## config.mk

```make
export PLATFORM = sky130hd
export DESIGN_NAME = sha_round_counter
export DESIGN_NICKNAME = d
export VERILOG_FILES = /design/src/rtl/sha_round_counter.sv
export SDC_FILE = /design/constraint.sdc
export NUM_CORES = 1
export LEC_CHECK = 0
export CAP_MARGIN = 20
export CORE_MARGIN = 3
export CORE_UTILIZATION = 30
export CTS_CLUSTER_DIAMETER = 60
export DETAILED_ROUTE_END_ITERATION = 16
export GPL_ROUTABILITY_DRIVEN = 0
export GPL_TIMING_DRIVEN = 0
export SLEW_MARGIN = 20
export SYNTH_ARGS = -nofsm -noshare
export SYNTH_HDL_FRONTEND = slang
export SYNTH_SLANG_ARGS = --single-unit
```

## constraint.sdc

```tcl
create_clock -name clk -period 4.8 [get_ports clk]
set_clock_uncertainty 0.05 [all_clocks]
set_input_delay 0.96 -clock clk [delete_from_list [all_inputs] [get_ports clk]]
set_output_delay 0.96 -clock clk [all_outputs]
set_load 0.01 [all_outputs]
```

## src/rtl/sha_round_counter.sv

```systemverilog
// sha_round_counter: round/address sequencer for the hash core.
// Steps addr through 0..ROUNDS-1 and drives the K-ROM address. It supports
// stall and restart, and uses a start/done/read handshake (eoc held until rd).
// Optional build macro SHA_CNT_WINDOW_EN adds the w_idx/w_sched
// message-schedule window outputs.
module sha_round_counter #(
  parameter int ROUNDS = 64,
  parameter int ADDR_W = 6
) (
  input  logic              clk,
  input  logic              rst,
  input  logic              start,
  input  logic              stall,
  input  logic              rd,
  output logic [ADDR_W-1:0] addr,
  output logic              busy,
  output logic              eoc,
  output logic              first,
  output logic              last
`ifdef SHA_CNT_WINDOW_EN
  ,
  output logic [3:0]        w_idx,
  output logic              w_sched
`endif
);

  // Final round index, and the index just before it (used to pre-compute last).
  localparam logic [ADDR_W-1:0] LAST    = ADDR_W'(ROUNDS - 1);
  localparam logic [ADDR_W-1:0] LAST_M1 = ADDR_W'(ROUNDS - 2);

  typedef enum logic [1:0] {
    IDLE = 2'd0,
    RUN  = 2'd1,
    DONE = 2'd2
  } state_t;

  state_t state;

  // Sequencer FSM.
  // Every flag is registered alongside the state, so no input reaches an
  // output combinationally. addr is forced to 0 outside RUN.
  always_ff @(posedge clk) begin
    if (rst) begin
      state <= IDLE;
      addr  <= '0;
      busy  <= 1'b0;
      eoc   <= 1'b0;
      first <= 1'b0;
      last  <= 1'b0;
    end else begin
      case (state)
        IDLE: begin
          if (start) begin
            state <= RUN;
            addr  <= '0;
            busy  <= 1'b1;
            eoc   <= 1'b0;
            first <= 1'b1;
            last  <= 1'b0;
          end
        end
        RUN: begin
          if (start) begin
            // A restart takes precedence over a stall.
            addr  <= '0;
            first <= 1'b1;
            last  <= 1'b0;
          end else if (stall) begin
            // Hold addr and all flags unchanged.
          end else if (addr < LAST) begin
            addr  <= addr + ADDR_W'(1);
            first <= 1'b0;
            last  <= (addr == LAST_M1);
          end else begin
            state <= DONE;
            addr  <= '0;
            busy  <= 1'b0;
            eoc   <= 1'b1;
            first <= 1'b0;
            last  <= 1'b0;
          end
        end
        DONE: begin
          if (start) begin
            // A new block wins over the read acknowledge; eoc drops on this edge.
            state <= RUN;
            addr  <= '0;
            busy  <= 1'b1;
            eoc   <= 1'b0;
            first <= 1'b1;
            last  <= 1'b0;
          end else if (rd) begin
            state <= IDLE;
            eoc   <= 1'b0;
          end
        end
        default: begin
          state <= IDLE;
          addr  <= '0;
          busy  <= 1'b0;
          eoc   <= 1'b0;
          first <= 1'b0;
          last  <= 1'b0;
        end
      endcase
    end
  end

`ifdef SHA_CNT_WINDOW_EN
  // Zero-extend addr so the window decode also works when ADDR_W < 5.
  logic [31:0] addr_w;

  // Window decode from the registered addr and busy.
  // w_idx is the slot in the circular 16-word W buffer.
  // addr is 0 in IDLE and DONE, so both outputs read 0 there.
  always_comb begin
    addr_w  = 32'(addr);
    w_idx   = addr_w[3:0];
    w_sched = busy & (|addr_w[31:4]);
  end
`endif

endmodule

```

---- After elaboration in Yosys (flattened, before gate mapping) ----
Cells that the tools add are included.
word-level totals
  flip-flop bits (word level) ............. 12
  word-level logic and storage cells ...... 54
  bits of input ports ..................... 5
cells by class
  eq/ne operators ......................... 10
  reduce and logical (&&, ||, !) cells .... 5
  multiplexer cells ....................... 31
  $lt $le $gt $ge ......................... 1
  add/sub/neg operators ................... 1
operators by type and width
  cell                   number
  $mux W6                4
  $mux W1                15
  $mux W2                6
  $pmux W6 S2            1
  $ne A2 B2 Y1 const B   4
  $add A6 B1 Y6 const B  1
  $eq A6 B6 Y1 const B   1
  $lt A6 B6 Y1 const B   1
  $ne A3 B3 Y1 const B   2
  $pmux W1 S2            3
  $pmux W2 S3            1
  $reduce_and A5 Y1      1
  $reduce_and A4 Y1      1
  $pmux W1 S3            1
  $eq A2 B1 Y1 const B   1
  $eq A2 B2 Y1 const B   1
  $logic_not A2 Y1       1
  $ne A2 B1 Y1 const B   1
  $reduce_and A2 Y1      1
  $reduce_or A2 Y1       1

---- Longest topological paths before layout ----
Gate-level depths: netlist of the first run.
  depth in word-level cells ............... 5
  depth in mapped cells ................... 5

---- Worst setup path after synthesis of the first run ----
No wires, ideal clock.
  kind .................................... input -> register
  from .................................... input start
  to ...................................... register addr[4]
  library setup time ...................... 0.070 ns
  stages on the path ...................... 5
  arrival time ............................ 2.199 ns
  required time ........................... 4.680 ns
  path buffers ............................ 1
  slack ................................... 2.482 ns
  cell sequence ........................... buf_2 > or3b_4 > or2_0 > or4_1 > a21oi_1
on the way
  longest elaborated chain between the ends .. 2
  elaborated cells on any way between the ends .. 5
  classes of those cells .................. 2 x eq/ne; 2 x mux; 1 x reduce/logical
RTL lines
  what                                              line  source
  start: declaration                                12    input logic start,
  $mux W6, or another cell as far along             63    if (start) begin
  $pmux W6 S2 or $reduce_and A2 Y1 (tied branches)  -
  end signal: assignment                            71    addr <= addr + ADDR_W'(1);
  end: declaration                                  15    output logic [ADDR_W-1:0] addr,
Parallel ways exist; a longest one is shown, timed or not.
A chain may end at the register's enable or synchronous reset.

---- Worst setup path after layout of the first run ----
  from .................................... input stall
  to ...................................... register state[1]
on the way
  longest elaborated chain between the ends .. 2
RTL lines
  what                                line  source
  start: declaration                  13    input logic stall,
  $ne A2 B2 Y1 (no source line)       -
  $reduce_and A5 Y1 (no source line)  -
  end signal: assignment              44    state <= IDLE;
  end signal: assignment              54    state <= RUN;
  end signal: assignment              75    state <= DONE;
  end: declaration                    37    state_t state;
No other way between the ends.

==> results of run 1 <==
## synthesized netlist by cell type, types with 2 or more instances
library cell	count
inv_1	4
or3_1	4
o21ai_0	6
nand2_1	3
a211oi_1	4
dfxtp_1	11
nor2_1	5
or4_1	2
nand3_1	3
ha_1	2
a21oi_1	8
buf_4	2
## worst register-to-register path, delay by kind of cell, from the launching register on
kind                     cells  cell delay [ns]
AO/OA/AOI/OAI                1             0.21
buffers and inverters        1             0.08
AND/OR/NAND/NOR              2             0.90
flip-flops                   1             0.43
adder cells (fa/ha/maj)      1             0.25
## report_power, final
| group | leakage [nW] | internal (W) | switching, W | total (W) |
|---|---|---|---|---|
| Clock | 0.0150 | 0.0000322 | 0.0000314 | 0.0000635 |
| Combinational | 0.151 | 0.0000115 | 0.0000110 | 0.0000225 |
| Sequential | 0.0897 | 0.0000938 | 0.00000164 | 0.0000954 |
| Total | 0.255 | 0.000137 | 0.0000440 | 0.000181 |
## path summary, 6_finish.rpt
kind | start | endpoint | slack, ns | cells past startpoint
setup / recovery | stall | state[1]$_SDFFE_PP0P_ | 2.40 | 4
hold / removal | last$_SDFFE_PP0P_ | last$_SDFFE_PP0P_ | 0.41 | 2
setup reg to reg | addr[1]$_SDFFE_PP0P_ | state[1]$_SDFFE_PP0P_ | 2.80 | 5
hold reg to reg | last$_SDFFE_PP0P_ | last$_SDFFE_PP0P_ | 0.41 | 2
## cell families (layout without fill, tap and decap cells)
family,Yosys count,after routing,synth area share
fa+ha+maj,2,2,0.0441
simple gates,23,23,0.232
compound gates,21,21,0.221
mux,1,1,0.0177
xor+xnor,1,1,0.0155
flops,11,11,0.389
buf+inv,8,24,0.0817
## sequential cells by signal, summed over array words and instances, names as in the netlist
register  flops
busy          1
addr          6
last          1
state         2
first         1
## per-layer routing
layer  up-vias  GRT usage  part of all wire
met5         -          0                 0
met1       252      0.139              0.51
li1        276          -                 -
met3         0     0.0544             0.067
met2        15      0.165              0.42
met4         0          0                 0
## final cells by class
type                    instances  area (sq um)
clock buffers                   4          26.3
inverters                       4          15.0
flip-flops and latches         11           220
fillers                       191          1020
multi-input cells              48           300
well taps                      25          31.3
repair buffers                 12           120
plain buffers                   4          31.3
## metrics by stage
| step | util | power [W] | hold slack, ns |
|---|---|---|---|
| after floorplan | - | 0.000112 | 0.425 |
| after global placement | 0.407 | 0.000120 | 0.398 |
| after detailed placement | 0.407 | 0.000120 | 0.398 |
| after CTS | 0.422 | 0.000185 | 0.413 |
| after global routing | 0.422 | 0.000192 | 0.433 |
| final | 0.422 | 0.000181 | 0.408 |
==> out/qor.csv, run 1 <==
stage,metric,value,unit
global_routing,overflow,0,
die,fp-row-count,15,
logic_synthesis,synth.area.top_cells,"dfxtp_1 39%, a21oi_1 7.1%, o21ai_0 5.3%",
clock_tree,postCtsHoldBufs,0,
logic_synthesis,synth_nets,74,
place,place_inst,104,
clock_tree,post_cts_resize_count,0,
place,dp.final_hpwl,864,um
logic_synthesis,synthDistinctLibCells,25,
logic_synthesis,synthCells,67,
clock_tree,postCtsSetupBuffers,0,
sta,grt_setup_unrepaired,false,
setup_path,critPathCaptureType,flop,
logic_synthesis,yosysTopAreaCell,dfxtp_1,
setup_path,crit_required,4.94,ns
setup_path,path_class,input port to flop,
setup_path,cp_num_buf_inv,1,
sta,fin_crit,2.40,ns
sta,slew_viol_final,0,
die,pin_count,15,
global_routing,grt_max_degree,11,
sta,worst_pin_slew,0.271,ns
global_routing,grt_pass1_wl,2100,um
setup_path,worst_path_largest_cell_delay,0.57,ns
setup_path,cp.arrival,2.54,ns
finish,nNetsFinal,91,
logic_synthesis,synthFlopType,dfxtp_1,
drt,drtIter0Drc,6,
setup_path,crit_family,simple AND/OR/NAND/NOR gates,
clock_tree,clk_latency,0.27,ns
sta,fin_ws,2.40,ns
sta,period_share,0.500,
finish,drive_above_1_share,0.133,
global_routing,antenna_found_initial,0,
sta,hold_violations,0,
drt,drc,0,
clock_tree,cts_tree,built,
logic_synthesis,async_flop_share,0,
sta,slew_headroom,0.817,
drt,routed_via_density,5.03,
sta,fin_tns_setup,0,ns
pwr,cellPowerDensity,244,mW/mm^2
drt,avgRoutedWirePerCell,11.4,um
global_routing,grt_pass1_vias,487,
clock_tree,clock_sink_count,11,
drt,vias,543,
finish,layout_commonest_cell,clkdlybuf4s50_1,
drt,firstDrtPassIters,4,
logic_synthesis,synth_seq_cells,11,
place,placed_cell_area,718,sq um
logic_synthesis,yosys_warnings,0,
place,io_buffers,12,
run_status,status,"complete, no violations",
flow_run,cap_violations,0,
clock_tree,cts-root-buf,clkbuf_4,
clock_tree,cts_made_buffers,3,
logic_synthesis,synth_top_area_frac,0.389,
die,die_w,49.5,um
pwr,irDropWorstVdd,0.000205,V
finish,synthToLayoutAreaGrowth,31.3,%
setup_path,start_kind,input port,
drt,postRouteAntennaNets,0,
logic_synthesis,synth_edf_count,0,
die,die-area,0.00245,sq mm
setup_path,critPathSlowestCell,or4_1,
worst_hold_path,holdCritPathClass,flop to flop,
place,dp_slack,2.14,ns
sta,fmax,417,MHz
logic_synthesis,postSynthAreaPerCell,8.46,sq um
pwr,p_leak,0.255,nW
die,core,0.00176,sq mm
sta,setup_violations,0,
logic_synthesis,synth_area,567,sq um
clock_tree,htreeDepth,1,
die,start_util,0.321,
setup_path,cp_cell_sequence,clkdlybuf4s50_1 -> or4_1 -> or3_1 -> a211oi_1,
die,die_h,49.5,um
logic_synthesis,yosysSeqAreaShare,0.389,
finish,final_cells,108,
drt,wl,1230,um
finish,antennaDiodeCount,0,
clock_tree,clkTransAtPathRegs,0.07,ns
global_routing,track_usage,0.106,
setup_path,cp_max_fo,4,
finish,final_cell_mix,"12 x clkdlybuf4s50_1, 11 x dfxtp_1, 8 x a21oi_1",
finish,finish.instance_area,744,sq um
clock_tree,clock_path_buffers,2,
Power figures use the tool's default switching activity.
==> run 2, diff against run 1 <==
clock period = 2 ns   (was 4.8 ns; I/O delays follow)
==> run 2 against run 1 <==
Critical path depth grew 1. Via count is the same. Die area unchanged. Critical endpoint unchanged. Sequential power grew 140%.
==> out/qor.csv, run 2 (synthesized netlist as in run 1, its figures left out) <==
stage,metric,value,unit
global_routing,grt_max_degree,11,
flow_run,cap_violations,0,
setup_path,critPathCaptureType,flop,
sta,slew_viol_final,0,
pwr,irDropWorstVdd,0.000478,V
finish,antennaDiodeCount,0,
finish,final_cells,108,
clock_tree,clock_sink_count,11,
global_routing,track_usage,0.107,
drt,postRouteAntennaNets,0,
drt,firstDrtPassIters,5,
setup_path,crit_family,simple AND/OR/NAND/NOR gates,
setup_path,cp_num_buf_inv,1,
finish,top_register,addr,
clock_tree,clk_latency,0.27,ns
clock_tree,htreeDepth,1,
place,place_inst,104,
clock_tree,cts_tree,built,
clock_tree,postCtsSetupBuffers,0,
finish,synthToLayoutAreaGrowth,32.7,%
finish,reg_top3,"addr x6, state x2",
place,io_buffers,12,
die,fp-row-count,15,
finish,layout_commonest_cell,clkdlybuf4s50_1,
sta,setup_violations,0,
finish,num-fill-cells,189,
clock_tree,clkTransAtPathRegs,0.07,ns
place,dp.final_hpwl,864,um
clock_tree,postCtsHoldBufs,0,
global_routing,antenna_found_initial,0,
finish,drive_above_1_share,0.169,
finish,seqCellArea,225,sq um
setup_path,start_kind,flop,
place,placed_cell_area,718,sq um
die,die_h,49.5,um
setup_path,crit_required,2.14,ns
pwr,p_leak,0.254,nW
sta,slew_headroom,0.817,
worst_hold_path,holdCritPathClass,input port to flop,
finish,finish.instance_area,752,sq um
die,start_util,0.321,
die,core,0.00176,sq mm
clock_tree,cts-root-buf,clkbuf_4,
sta,grt_setup_unrepaired,false,
setup_path,cp_max_fo,6,
finish,multiInputGateArea,303,sq um
finish,nNetsFinal,91,
run_status,status,"complete, no violations",
sta,worst_pin_slew,0.271,ns
setup_path,worst_path_largest_cell_delay,0.57,ns
drt,routed_via_density,5.03,
sta,period_share,0.942,
drt,vias,543,
die,pin_count,15,
sta,fmax,531,MHz
drt,avgRoutedWirePerCell,11.3,um
clock_tree,clock_path_buffers,2,
drt,drtIter0Drc,6,
global_routing,grt_pass1_wl,2110,um
finish,largest_reg_flops,6,
die,die-area,0.00245,sq mm
drt,wl,1220,um
pwr,cellPowerDensity,577,mW/mm^2
sta,fin_crit,1.88,ns
finish,final_cell_mix,"12 x clkdlybuf4s50_1, 9 x dfxtp_1, 8 x a21oi_1",
global_routing,grt_pass1_vias,490,
setup_path,cp_cell_sequence,ha_2 -> inv_1 -> or4_1 -> or3_1 -> a211oi_1,
setup_path,path_class,flop to flop,
clock_tree,cts_made_buffers,3,
drt,drc,0,
pwr,p_total,0.000434,W
setup_path,cp.arrival,2.02,ns
global_routing,overflow,0,
sta,hold_violations,0,
die,die_w,49.5,um
setup_path,critPathSlowestCell,or4_1,
## run 2: changes by cell type in the layout (fill, tap and decap cells not counted)
cell,change
ha_1,-1
dfxtp_4,+1
dfxtp_1,-2
ha_2,+1
dfxtp_2,+1
## run 2: per-stage QoR
| stage | setup TNS, ns | hold WS [ns] | setup WS [ns] | util |
|---|---|---|---|---|
| detailed placement | -0.102 | 0.398 | -0.102 | 0.407 |
| global route | 0 | 0.318 | 0.00542 | 0.426 |
| global placement | -0.0874 | 0.398 | -0.0874 | 0.407 |
| floorplan | 0 | 0.425 | 0.108 | - |
| finish | 0 | 0.314 | 0.116 | 0.426 |
| CTS | 0 | 0.307 | 0.0404 | 0.423 |
## run 2: cell type report
class	instances	area share
sequential	11	0.300
clock buffer	4	0.0349
inverter	4	0.0200
multi-input combinational	48	0.403
timing repair buffer	12	0.160
tap	25	0.0416
buffer	4	0.0416
## run 2: final timing paths
kind / to / slack (ns) / start / cells past startpoint
setup / recovery: state[1]$_SDFFE_PP0P_ / 0.12 / addr[1]$_SDFFE_PP0P_ / 5
hold / removal: addr[2]$_SDFFE_PP0P_ / 0.31 / rst / 2
setup reg to reg: state[1]$_SDFFE_PP0P_ / 0.12 / addr[1]$_SDFFE_PP0P_ / 5
hold reg to reg: last$_SDFFE_PP0P_ / 0.41 / last$_SDFFE_PP0P_ / 2
## run 2: routing by layer
| layer | wire, um | global-route usage |
|---|---|---|
| met1 | 626 | 0.141 |
| met2 | 512 | 0.165 |
| met3 | 84 | 0.0544 |
| met4 | 0 | 0 |
| met5 | 0 | 0 |
## run 2: what timing repair did
action | CTS | global route
pin swaps | 0 | 0
endpoints found under the setup margin | 1 | 1
resized for setup | 1 | 3
## run 2: report_power, final
| group | internal [W] | switching [W] |
|---|---|---|
| registers | 0.000224 | 0.00000403 |
| logic | 0.0000277 | 0.0000264 |
| clock network | 0.0000772 | 0.0000747 |
| total | 0.000329 | 0.000105 |
==> run 3, diff against run 2 <==
CORE_UTILIZATION = 40   (was 30)
CTS_CLUSTER_DIAMETER = default   (was 60)
PLACE_DENSITY = 0.71   (was default)
==> run 3 against run 2 <==
Cell count fell by 10%. Global-route usage rose by 2.7 points. Count of clock-buffer cells in the layout did not move. Total power rose by 0.29%. Critical path depth did not move.
==> out/qor.csv, run 3 (synthesized netlist as in run 1, its figures left out) <==
stage,metric,value,unit
clock_tree,htreeDepth,1,
global_routing,grt_max_degree,11,
clock_tree,clock_path_buffers,2,
setup_path,start_kind,flop,
worst_hold_path,hp-start,rst,
die,core,0.00122,sq mm
die,die_h,43.6,um
finish,top_register,addr,
drt,routed_via_density,5.36,
sta,fin_ws,0.101,ns
finish,final_cells,97,
finish,drive_above_1_share,0.169,
clock_tree,clock_sink_count,11,
setup_path,cp_max_fo,6,
sta,worst_pin_slew,0.279,ns
place,dp.final_hpwl,832,um
place,dp_slack,-0.121,ns
drt,drtIter0Drc,7,
drt,drc,0,
place,place_inst,93,
global_routing,overflow,0,
global_routing,grt_pass1_vias,454,
clock_tree,clk_latency,0.27,ns
sta,period_share,0.949,
setup_path,ff2ff_setup_slack,0.10,ns
clock_tree,cts_made_buffers,3,
sta,fin_crit,1.90,ns
flow_run,cap_violations,0,
pwr,cellPowerDensity,592,mW/mm^2
clock_tree,clkTransAtPathRegs,0.07,ns
pwr,sw_frac_of_total,0.241,
die,die_w,43.6,um
drt,firstDrtPassIters,4,
worst_hold_path,holdCritPathClass,input port to flop,
setup_path,r2r_end,state[1]$_SDFFE_PP0P_,
finish,antennaDiodeCount,0,
setup_path,critPathCaptureType,flop,
sta,fmax,527,MHz
clock_tree,cts_tree,built,
setup_path,crit_required,2.14,ns
drt,avgRoutedWirePerCell,12.0,um
pwr,p_seq_frac,0.527,
finish,final_cell_mix,"12 x clkdlybuf4s50_1, 9 x dfxtp_1, 8 x a21oi_1",
global_routing,antenna_found_initial,0,
finish,synthToLayoutAreaGrowth,29.8,%
pwr,p_int,0.000330,W
die,die-area,0.00190,sq mm
worst_hold_path,hold_path_depth,2,
pwr,pwr-share-clk,0.350,
sta,hold_violations,0,
finish,largest_reg_flops,6,
worst_hold_path,min_to,addr[1]$_SDFFE_PP0P_,
setup_path,r2r-start,addr[1]$_SDFFE_PP0P_,
pwr,pwr-share-comb,0.123,
die,pin_count,15,
sta,grt_setup_unrepaired,false,
setup_path,path_class,flop to flop,
clock_tree,postCtsSetupBuffers,0,
run_status,status,"complete, no violations",
drt,postRouteAntennaNets,0,
global_routing,grt_pass1_wl,1940,um
die,start_util,0.466,
finish,nNetsFinal,91,
setup_path,rr_worst_depth,5,
global_routing,track_usage,0.133,
finish,layout_commonest_cell,clkdlybuf4s50_1,
die,fp-row-count,12,
pwr,p_leak,0.253,nW
sta,slew_headroom,0.811,
drt,vias,520,
pwr,p_sw,0.000105,W
finish,reg_top3,"addr x6, state x2",
sta,setup_violations,0,
sta,slew_viol_final,0,
drt,wl,1160,um
setup_path,cp.arrival,2.04,ns
place,io_buffers,12,
pwr,irDropWorstVdd,0.000347,V
clock_tree,cts-root-buf,clkbuf_4,
==> run 3: cell count changes in the layout (fill, tap and decap cells not counted) <==
cell | previous run | this run
dfxtp_2 | 1 | 2
dfxtp_4 | 1 | 0
==> run 3: per-layer routing <==
| metal | GRT usage | wire length, um | vias up |
|---|---|---|---|
| met5 | 0 | 0 | - |
| li1 | - | - | 277 |
| met4 | 0.0361 | 8 | 0 |
| met3 | 0.0622 | 68 | 2 |
| met2 | 0.172 | 478 | 14 |
| met1 | 0.195 | 605 | 227 |
==> run 3: area by class of cell <==
type	count	area, sq um
Timing Repair Buffer	12	120
Clock buffer	4	26.3
Inverter	4	15.0
Multi-Input combinational cell	48	303
Buffer	4	31.3
Tap cell	14	17.5
Fill cell	115	480
Sequential cell	11	223
==> run 3: worst max path at each step <==
stage	end	start
after global routing	state[1]$_SDFFE_PP0P_	addr[1]$_SDFFE_PP0P_
after global placement	state[1]$_SDFFE_PP0P_	stall
after detailed placement	state[1]$_SDFFE_PP0P_	stall
final	state[1]$_SDFFE_PP0P_	addr[1]$_SDFFE_PP0P_
after CTS	state[1]$_SDFFE_PP0P_	addr[0]$_SDFFE_PP0P_
after floorplan	state[1]$_SDFFE_PP0P_	addr[1]$_SDFFE_PP0P_
==> run 3: power by group through the flow <==
stage | Clock [W] | Sequential (W) | Combinational, W
4_1_cts | 0.000161 | 0.000229 | 0.0000539
6_report | 0.000152 | 0.000230 | 0.0000534
3_5_place_dp | 0 | 0.000234 | 0.0000538
2_1_floorplan | 0 | 0.000236 | 0.0000319
5_1_grt | 0.000169 | 0.000230 | 0.0000591
3_3_place_gp | 0 | 0.000234 | 0.0000536
==> run 3: critical path: stages (launching register included) <==
cell and delay, ns:
dfxtp_2 0.38, ha_2 0.22, inv_1 0.06, or4_1 0.56, or3_1 0.32, a211oi_1 0.23
==> run 3: stage by stage <==
step	setup TNS (ns)	area [sq um]	total power (W)	utilization	hold WS, ns
after CTS	0	732	0.000444	0.602	0.302
final	0	736	0.000435	0.605	0.312
after global routing	0	736	0.000459	0.605	0.307
after global placement	-0.0878	704	0.000288	0.579	0.390
after detailed placement	-0.121	704	0.000288	0.579	0.401
after floorplan	0	567	0.000268	-	0.425
==> run 3: repair_timing <==
item / CTS / global route
hold buffers: 0 / 0
pin swaps: 0 / 0
setup endpoints to repair: 1 / 1
resized for setup: 1 / 2
